## config.mk

```make
export PLATFORM = sky130hd
export DESIGN_NAME = lcd_bus_arbiter
export DESIGN_NICKNAME = d
export VERILOG_FILES = /design/src/rtl/lcd_bus_arbiter.sv
export SDC_FILE = /design/constraint.sdc
export NUM_CORES = 1
export LEC_CHECK = 0
export CORE_MARGIN = 4
export CORE_UTILIZATION = 50
export CTS_CLUSTER_SIZE = 20
export DETAILED_ROUTE_END_ITERATION = 10
export PLACE_DENSITY = 0.79
export SLEW_MARGIN = 20
export SYNTH_ARGS = -nofsm -noshare
export SYNTH_HDL_FRONTEND = slang
export SYNTH_SLANG_ARGS = --single-unit
```

## constraint.sdc

```tcl
create_clock -name int_osc -period 2.4 [get_ports int_osc]
set_input_delay 0.48 -clock int_osc [delete_from_list [all_inputs] [get_ports int_osc]]
set_output_delay 0.48 -clock int_osc [all_outputs]
set_load 0.1 [all_outputs]
```

## src/rtl/lcd_bus_arbiter.sv

```systemverilog
// Round-robin arbiter sharing one LCD byte-write driver between NREQ requesters.
// A grant covers a whole burst; a watchdog force-completes a byte whose dataDone never returns.
module lcd_bus_arbiter #(
   parameter int NREQ    = 2,
   parameter int TIMEOUT = 4000
) (
   input  logic                int_osc,
   input  logic                reset,
   input  logic                en,
   input  logic [NREQ-1:0]     req,
   input  logic [8*NREQ-1:0]   reqDataIn,
   input  logic [NREQ-1:0]     reqRS,
   input  logic [NREQ-1:0]     reqRW,
   input  logic [NREQ-1:0]     reqDataReady,
   output logic [NREQ-1:0]     grant,
   output logic [NREQ-1:0]     reqDataDone,
   output logic [7:0]          dataIn,
   output logic                RSin,
   output logic                RWin,
   output logic                dataReady,
   input  logic                dataDone,
   output logic                timeoutErr
);

   localparam int          IDXW    = (NREQ > 1) ? $clog2(NREQ) : 1;
   localparam logic [15:0] LASTCNT = 16'(TIMEOUT - 1);

   typedef enum logic [1:0] {
      IDLE,
      GRANT,
      BUSY,
      RELEASE
   } arbState_e;

   arbState_e       state;
   logic [IDXW-1:0] owner;
   logic [IDXW-1:0] lastGrant;
   logic [15:0]     timer;

   logic [IDXW-1:0] nextOwner;
   logic            anyReq;
   logic            byteEnd;

   // Round-robin pick: scan downward so the nearest requester after lastGrant is assigned last and wins.
   always_comb begin
      // NOTE: every variable gets a default first, so no path can infer a latch.
      nextOwner = lastGrant;
      anyReq    = |req;
      for (int i = NREQ; i >= 1; i--) begin
         if (req[(int'(lastGrant) + i) % NREQ]) begin
            nextOwner = IDXW'((int'(lastGrant) + i) % NREQ);
         end
      end
   end

   // A byte ends on dataDone or when the watchdog reaches its last count.
   assign byteEnd = dataDone || (timer == LASTCNT);

   always_ff @(posedge int_osc or negedge reset) begin
      if (!reset) begin
         state       <= IDLE;
         owner       <= '0;
         lastGrant   <= IDXW'(NREQ - 1);
         timer       <= '0;
         grant       <= '0;
         reqDataDone <= '0;
         dataIn      <= '0;
         RSin        <= 1'b0;
         RWin        <= 1'b0;
         dataReady   <= 1'b0;
         timeoutErr  <= 1'b0;
      end else if (en) begin
         // NOTE: clocked state uses non-blocking assignments only, so every register sees pre-edge values.
         reqDataDone <= '0;
         timeoutErr  <= 1'b0;
         case (state)
            IDLE: begin
               if (anyReq) begin
                  owner <= nextOwner;
                  grant <= {{(NREQ-1){1'b0}}, 1'b1} << nextOwner;
                  state <= GRANT;
               end
            end

            GRANT: begin
               dataReady <= 1'b0;
               if (reqDataReady[owner]) begin
                  dataIn    <= reqDataIn[8*owner +: 8];
                  RSin      <= reqRS[owner];
                  RWin      <= reqRW[owner];
                  dataReady <= 1'b1;
                  timer     <= '0;
                  state     <= BUSY;
               end else if (!req[owner]) begin
                  grant     <= '0;
                  dataIn    <= '0;
                  RSin      <= 1'b0;
                  RWin      <= 1'b0;
                  lastGrant <= owner;
                  state     <= RELEASE;
               end
            end

            BUSY: begin
               // Driver outputs hold here; req drops are only seen back in GRANT.
               if (byteEnd) begin
                  dataReady   <= 1'b0;
                  reqDataDone <= grant;
                  timeoutErr  <= !dataDone;
                  state       <= GRANT;
               end else begin
                  timer <= timer + 16'd1;
               end
            end

            RELEASE: begin
               state <= IDLE;
            end

            default: begin
               state <= IDLE;
            end
         endcase
      end
   end

endmodule

```

After elaboration in Yosys (flattened, before gate mapping)
Cells that the tools add are included.
{ "totals": {"out_inout_bits": 16, "word_cells": 88, "reg_bits": 36, "inputBits": 28} }
{ "op_classes": {"eq_ne": 12, "muxes": 40, "shift": 2, "n_reduce_logical": 13, "n_addsub": 3, "bitwise_logic": 4, "order_cmp": 3} }
{ "op_table": {"columns": ["op", "count"], "rows": [
  ["16-bit two-way mux", 2],
  ["16-bit one-hot mux with 2 select lines", 1],
  ["1-bit two-way mux", 23],
  ["2-bit two-way mux", 9],
  ["16-bit by 1-bit adder with 16-bit output, second input constant", 1],
  ["16-bit by 12-bit equality test with 1-bit output, second input constant", 1],
  ["8-bit two-way mux", 2],
  ["16-bit by 5-bit indexed part select with 8-bit output", 1],
  ["2-bit != test, second input constant", 7],
  ["4-bit AND reduction", 3],
  ["3-bit AND reduction", 3],
  ["2-bit one-hot mux with 4 select lines", 1],
  ["2-bit by 3-bit < comparator with 1-bit output, second input constant", 2],
  ["5-bit AND reduction", 1],
  ["2-bit equality test, second input constant", 2],
  ["2-bit one-hot mux with 2 select lines", 1],
  ["2-bit nonzero test", 2],
  ["3-bit != test, second input constant", 1],
  ["1-bit adder, second input constant", 2],
  ["1-bit bitwise AND, first input constant", 2],
  ["2-bit by 1-bit equality test with 1-bit output, second input constant", 1],
  ["2-bit logical NOT", 1],
  ["1-bit by 2-bit < comparator with 1-bit output, second input constant", 1],
  ["1-bit NOT", 2],
  ["5 further kinds", 5]
]} }

Longest topological paths before layout
Gate-level depths: netlist of run 1.
{ "depth": {"word_depth": 10, "ltp_mapped": 8, "depth_no_buf": 7} }

Worst setup path after synthesis of run 1
OpenSTA, ideal clock, no wires.
{ "synth_path": {"path_kind": "register to register", "start": "register timer[5]", "end": "register timer[10]", "required_ns": 2.268, "setup_slack_ns": 0.392, "path_buffers": 1, "period_less_slack_ns": 2.008, "setup_ns": 0.132, "path_stages_with_launch": 7, "arrival_ns": 1.875, "cell_sequence": "dfrtp_1 > or4_1 > or3_4 > o211a_4 > buf_6 > a21oi_1 > a21oi_1"} }
{ "synth_via": {"elab_chain_len": 4, "elab_cells_between_ends": 7, "cone_classes": "add/sub: 1; eq/ne: 2; mux: 2; reduce/logical: 2"} }
{ "synth_lines": {"columns": ["element", "line", "source"], "rows": [
  ["start, declared", "38", "logic [15:0] timer;"],
  ["start signal, assigned", "112", "timer <= timer + 16'd1;"],
  ["parallel branches: the longest is 4 deep, another holds 16-bit by 1-bit adder with 16-bit output", null, null]
]} }
Parallel ways; which one is timed is not known. The select of a mux whose other input is x is not followed.
A chain may end at the register's enable or synchronous reset.

Worst setup path in the final report of run 1
{ "layout_path": {"start": "register timer[5]", "end": "register timer[3]"} }
{ "layout_via": {"elab_chain_len": 4} }
{ "layout_lines": {"columns": ["element", "line", "source"], "rows": [
  ["16-bit by 12-bit equality test with 1-bit output", "57", "assign byteEnd = dataDone || (timer == LASTCNT);"],
  ["1-bit logical OR", "57", null],
  ["2-bit != test (no source line)", null, null],
  ["4-bit AND reduction (no source line)", null, null]
]} }
Every way passes these cells.

==> results.py, run 1 <==
metrics = {
    "worst_setup_path": {
        "worstPathArrival_ps": 2320,
        "path_class": "register to register",
        "cp.required_ps": 2570,
        "crit_family": "simple AND/OR/NAND/NOR gates",
        "cp_slowest_stage_delay_ps": 570,
        "cp-end-kind": "register",
        "crit_slowest_cell": "or4_1",
        "critPathBufInv": 0,
        "crit_fanout": 13,
        "startpoint_type": "register",
        "path_cells": "or4_1 -> or3_4 -> o211a_4 -> a21o_1 -> a22o_1",
    },
    "clocking": {
        "root_buffer": "clkbuf_8",
        "ctsResizeCount": 0,
        "postCtsSetupRepairBufs": 0,
        "clock_sinks": 36,
        "clk_path_buf_depth": 2,
        "clkTransAtPathRegs_ps": 70,
        "holdBufCountCts": 0,
        "worstSkewPairLatency_ps": 280,
        "cts-htree-levels": 2,
        "cts_tree": "built",
        "cts_buffers": 5,
    },
    "routing": {
        "drc": 0,
        "ant_nets": 0,
        "drt_wl_total_mm": 4.75,
        "first_iter_violations": 214,
        "drt_first_pass_iters": 4,
        "via_per_inst": 5.81,
        "num_vias": 1843,
        "wire_per_inst_um": 15.0,
    },
    "power": {
        "p_per_area_nw_per_um2": 1240,
        "leakage_nw": 1.12,
        "ir_drop_mv": 0.753,
    },
    "hold_path": {
        "worstHoldPathType": "register to register",
    },
    "timing": {
        "tightest_slew_ps": 453,
        "slew_headroom": 0.698,
        "slew_violations": 0,
        "fmax_ghz": 0.465,
        "rsz0062_at_grt": "false",
        "post-route-period-util": 0.895,
        "fin_crit_ps": 2150,
        "final_hold_viol_count": 0,
        "fin_setup_tns_ps": 0,
        "fin_skew_ps": 7.67,
        "setup_viol": 0,
    },
    "synth": {
        "yosysSeqAreaShare": 0.447,
        "synth_edf_count": 0,
        "synth_cells": 223,
        "yosys.area.top_type": "dfrtp_1",
        "yosys_most_used_dff": "dfrtp_1",
        "yosysTopAreaCellShare": 0.434,
        "synth.most_common_cell": "dfrtp_1",
        "async_flop_share": 1.00,
        "syn_nets": 256,
        "syn_area_um2": 2020,
        "synth_cell_types": 42,
        "yosys-top-cells-count": "35 x dfrtp_1, 32 x nand2_1, 23 x o21ai_0, 14 x a21oi_1, 12 x inv_1",
        "yosysWarnings": 0,
        "synth_seq_cells": 36,
        "ys_top_cells_by_area": "dfrtp_1 43%, nand2_1 6.0%, o21ai_0 5.7%",
        "syn_avg_cell_area_um2": 9.05,
    },
    "flow_run": {
        "drv_cap": 0,
    },
    "placement": {
        "placement.io_buffers": 43,
        "hpwl_mm": 3.50,
        "placed_area_um2": 2460,
        "gp_congestion": 0.844,
    },
    "floorplan": {
        "die_h_um": 71.5,
        "dieArea_um2": 5120,
        "ios": 44,
        "placementRows": 22,
        "fp.dieW_um": 71.5,
        "initial_core_util": 0.535,
        "coreArea_um2": 3770,
    },
    "grt": {
        "grt_pass1_vias": 1735,
        "grt_pass1_wl_mm": 8.06,
        "grt-ovfl-total": 0,
        "grt_max_degree": 37,
        "grt_util_all_layers": 0.195,
        "antenna_found_initial": 0,
    },
    "layout": {
        "layout-drive-gt1-share": 0.126,
        "seq_area_um2": 902,
        "diodes": 0,
        "areaGrowthSynthToFinish_pct": 25.9,
        "multiInputGateArea_um2": 1020,
        "n_fill_cell": 313,
        "fin_nets": 302,
        "fin_area_um2": 2540,
    },
    "outcome": {
        "status": "finished, final reports clean",
    },
}
-- placed cells by master, fill, tap and decap left out, types with 4 or more instances in the layout --
cell             count
buf_4               22
mux2i_1             11
nor2_1               9
clkdlybuf4s50_1     27
a21o_1               5
a21oi_1             14
nand3_1             11
ha_1                 5
inv_1               12
nand2_1             32
clkbuf_8             5
o31ai_1              4
dfrtp_1             35
nand4_1              5
a31oi_1              8
or4_1                4
o21ai_0             23
-- layer usage --
layer  routed length [um]  vias up  track usage  share of wire
li1                     -      918            -              -
met1                 2170      852        0.266           0.46
met2                 2220       67        0.307           0.47
met3                  300        6       0.0435          0.063
met4                   66        0       0.0668          0.014
met5                    0        -            0              0
-- power by group --
group / internal, mW / leakage (nW) / switching, mW / total (mW)
Clock: 0.197 / 0.0410 / 0.206 / 0.403
Combinational: 0.485 / 0.610 / 1.38 / 1.86
Sequential: 0.773 / 0.474 / 0.110 / 0.883
-- tightest hold or removal path: stages (launching register included) --
cell and delay (ps):
dfrtp_1 340, nand2_1 50, o21ai_0 60
-- logic make-up (layout without fill, tap and decap cells) --
group	count (synthesis)	in the layout	share of synthesized area
AOI/OAI and AO/OA	76	76	0.244
adders and majority gates	5	5	0.0310
buffers and inverters	22	68	0.0477
DFF	36	36	0.447
muxes	12	12	0.0601
and+or+nand+nor	72	72	0.170
-- flip-flops by register name, indices dropped and copies added (netlist names) --
| name | cells |
|---|---|
| RSin | 1 |
| timeoutErr | 1 |
| grant | 2 |
| timer | 16 |
| RWin | 1 |
| dataIn | 8 |
| state | 2 |
| lastGrant | 1 |
| owner | 1 |
| reqDataDone | 2 |
| dataReady | 1 |
-- stage by stage --
step	hold slack (ps)	setup slack (ps)	total power, mW	instances	utilization
after floorplan	184	392	2.33	223	-
after global placement	464	242	2.73	310	0.653
after detailed placement	471	212	2.76	310	0.653
after CTS	486	233	3.16	317	0.674
after global routing	502	106	3.33	317	0.674
final	482	251	3.15	317	0.674
-- worst paths after layout --
check                                      startpoint                     to  slack [ps]  cells after the start
worst max-delay path             timer[5]$_DFFE_PN0P_   timer[3]$_DFFE_PN0P_         250                      5
worst min-delay path            dataIn[5]$_DFFE_PN0P_  dataIn[5]$_DFFE_PN0P_         480                      2
worst max register to register   timer[5]$_DFFE_PN0P_   timer[3]$_DFFE_PN0P_         250                      5
worst min register to register  dataIn[5]$_DFFE_PN0P_  dataIn[5]$_DFFE_PN0P_         480                      2
max in group asynchronous                       reset  lastGrant$_DFFE_PN1P_        1440                      2
min in group asynchronous                       reset  timer[13]$_DFFE_PN0P_         610                      2
-- cell type report --
type / instances / share of cell area
Clock buffer: 6 / 0.0286
Tap cell: 48 / 0.0236
Multi-Input combinational cell: 165 / 0.401
Clock inverter: 1 / 0.00197
Inverter: 12 / 0.0177
Sequential cell: 36 / 0.355
Timing Repair Buffer: 49 / 0.171
Power figures use the tool's default switching activity.
==> run 2: changes to the inputs <==
--- a/config.mk
+++ b/config.mk
@@ -5,11 +5,13 @@
 export SDC_FILE = /design/constraint.sdc
 export NUM_CORES = 1
 export LEC_CHECK = 0
+export CORE_ASPECT_RATIO = 1.5
 export CORE_MARGIN = 4
 export CORE_UTILIZATION = 50
 export CTS_CLUSTER_SIZE = 20
 export DETAILED_ROUTE_END_ITERATION = 10
 export PLACE_DENSITY = 0.79
+export SKIP_CTS_REPAIR_TIMING = 1
 export SLEW_MARGIN = 20
 export SYNTH_ARGS = -nofsm -noshare
 export SYNTH_HDL_FRONTEND = slang
==> run 2 against run 1 <==
Clock-buffer cell count down 1; setup slack got worse by 3.5 ps; register-to-register slack barely moved; core utilization is 1.3 points lower; critical path depth grew 2; global-route usage is 0.70 points higher; wire length grew 2.0%; sequential share of layout area decreased by 0.72 points; total power rose by 4.6%; fmax is 0.16% lower; die area rose by 0.42%; largest cell class unchanged; highest routed layer unchanged.
==> results.py, run 2 (synthesis gave the netlist of run 1 again) <==
metrics = {
    "layout": {
        "largest_reg_flops": 16,
        "finalNonFillerCells": 318,
        "areaGrowthSynthToFinish_pct": 28.5,
        "regMostFlops": "timer",
        "diodes": 0,
        "reg_top3": "timer (16), dataIn (8)",
        "fin_nets": 305,
        "multiInputGateArea_um2": 1020,
        "seq_area_um2": 902,
        "fin_area_um2": 2590,
        "final_cell_mix": "35 x dfrtp_1, 32 x nand2_1, 27 x clkdlybuf4s50_1",
        "layout-drive-gt1-share": 0.143,
        "final_common_cell": "dfrtp_1",
        "n_fill_cell": 324,
    },
    "timing": {
        "setup_viol": 0,
        "tightest_slew_ps": 478,
        "slew_violations": 0,
        "fin_setup_tns_ps": 0,
        "fin_skew_ps": 7.70,
        "rsz0062_at_grt": "false",
        "fin_ws_ps": 248,
        "slew_headroom": 0.680,
        "final_hold_viol_count": 0,
        "timing.hold.ws_ps": 488,
        "fin_crit_ps": 2150,
        "fmax_ghz": 0.465,
        "post-route-period-util": 0.897,
    },
    "worst_setup_path": {
        "path_class": "register to register",
        "cp.required_ps": 2590,
        "startpoint_type": "register",
        "cp-end-kind": "register",
        "r2r_cells": 7,
        "crit_fanout": 6,
        "worstPathArrival_ps": 2340,
    },
    "placement": {
        "placed_area_um2": 2480,
        "post-place-cells": 310,
        "pre_cts_ws_ps": 220,
        "gp_congestion": 0.790,
        "hpwl_mm": 3.71,
        "placement.io_buffers": 43,
    },
    "clocking": {
        "clkTransAtPathRegs_ps": 70,
        "worstSkewPairLatency_ps": 290,
        "cts-htree-levels": 2,
        "clock_sinks": 36,
        "root_buffer": "clkbuf_8",
        "clk_path_buf_depth": 2,
        "cts_buffers": 5,
        "cts_tree": "built",
    },
    "grt": {
        "grt-ovfl-total": 0,
        "antenna_found_initial": 0,
        "grt_max_degree": 37,
        "grt_pass1_vias": 1832,
        "grt_pass1_wl_mm": 8.11,
        "grt_util_all_layers": 0.202,
    },
    "floorplan": {
        "dieArea_um2": 5140,
        "initial_core_util": 0.514,
        "fp.dieW_um": 59.9,
        "ios": 44,
        "coreArea_um2": 3920,
        "die_h_um": 85.8,
        "placementRows": 28,
    },
    "routing": {
        "num_vias": 1879,
        "drt_first_pass_iters": 4,
        "via_per_inst": 5.91,
        "drt_wl_total_mm": 4.85,
        "drc": 0,
        "ant_nets": 0,
        "first_iter_violations": 53,
        "wire_per_inst_um": 15.3,
    },
    "power": {
        "power_switching_mw": 1.71,
        "leakage_nw": 1.15,
        "p_per_area_nw_per_um2": 1270,
        "p_clk_frac": 0.160,
        "power.internal_mw": 1.58,
        "switching_share": 0.519,
        "ir_drop_mv": 1.23,
        "p_comb_frac": 0.572,
        "seq_power_share": 0.268,
    },
    "outcome": {
        "status": "finished, final reports clean",
    },
    "hold_path": {
        "worstHoldPathType": "register to register",
        "holdPathStages": 2,
    },
    "flow_run": {
        "drv_cap": 0,
    },
}
run 2: cell count changes in the layout (fill, tap and decap cells not counted), sizes merged:
cell,previous run,this run
buf,22,25
clkinvlp,0,1
clkbuf,6,5
bufinv,0,1
run 2: layout make-up:
cell class              count  share of cell area
repair buffers             52               0.177
clock buffers               5              0.0265
flip-flops and latches     36               0.348
multi-input cells         165               0.393
inverters                  12              0.0174
well taps                  45              0.0217
clock inverters             3              0.0164
run 2: path summary, 6_finish.rpt:
kind                                  startpoint                     to  slack, ps
min in group asynchronous                  reset  dataIn[0]$_DFFE_PN0P_        600
min reg2reg                dataIn[5]$_DFFE_PN0P_  dataIn[5]$_DFFE_PN0P_        490
max                         state[0]$_DFFE_PN0P_  timer[11]$_DFFE_PN0P_        250
max reg2reg                 state[0]$_DFFE_PN0P_  timer[11]$_DFFE_PN0P_        250
min                        dataIn[5]$_DFFE_PN0P_  dataIn[5]$_DFFE_PN0P_        490
max in group asynchronous                  reset  lastGrant$_DFFE_PN1P_       1460
run 2: power groups by stage:
stage	registers [mW]	clock network, mW	logic (mW)
floorplan	1.71	0	0.619
global placement	0.891	0	1.87
detailed placement	0.896	0	1.89
CTS	0.885	0.543	1.90
global route	0.904	0.570	2.00
finish	0.883	0.526	1.88
run 2: critical path, stage by stage (launching register included):
cell and delay [ps]:
dfrtp_1 420, inv_1 120, ha_1 290, inv_1 170, nor2_1 150, a21boi_0 360, nand2_1 250, o31ai_1 290
run 2: routing by layer:
layer	routed length, um	share of wire	global-route usage
met4	119	0.025	0.0927
met3	324	0.067	0.0482
met5	0	0	0
met1	1910	0.39	0.238
met2	2490	0.51	0.339
run 2: per-stage QoR:
| step | total power [mW] | utilization |
|---|---|---|
| 6_report | 3.29 | 0.661 |
| 5_1_grt | 3.47 | 0.661 |
| 4_1_cts | 3.32 | 0.661 |
| 3_5_place_dp | 2.79 | 0.632 |
| 3_3_place_gp | 2.76 | 0.632 |
| 2_1_floorplan | 2.33 | - |
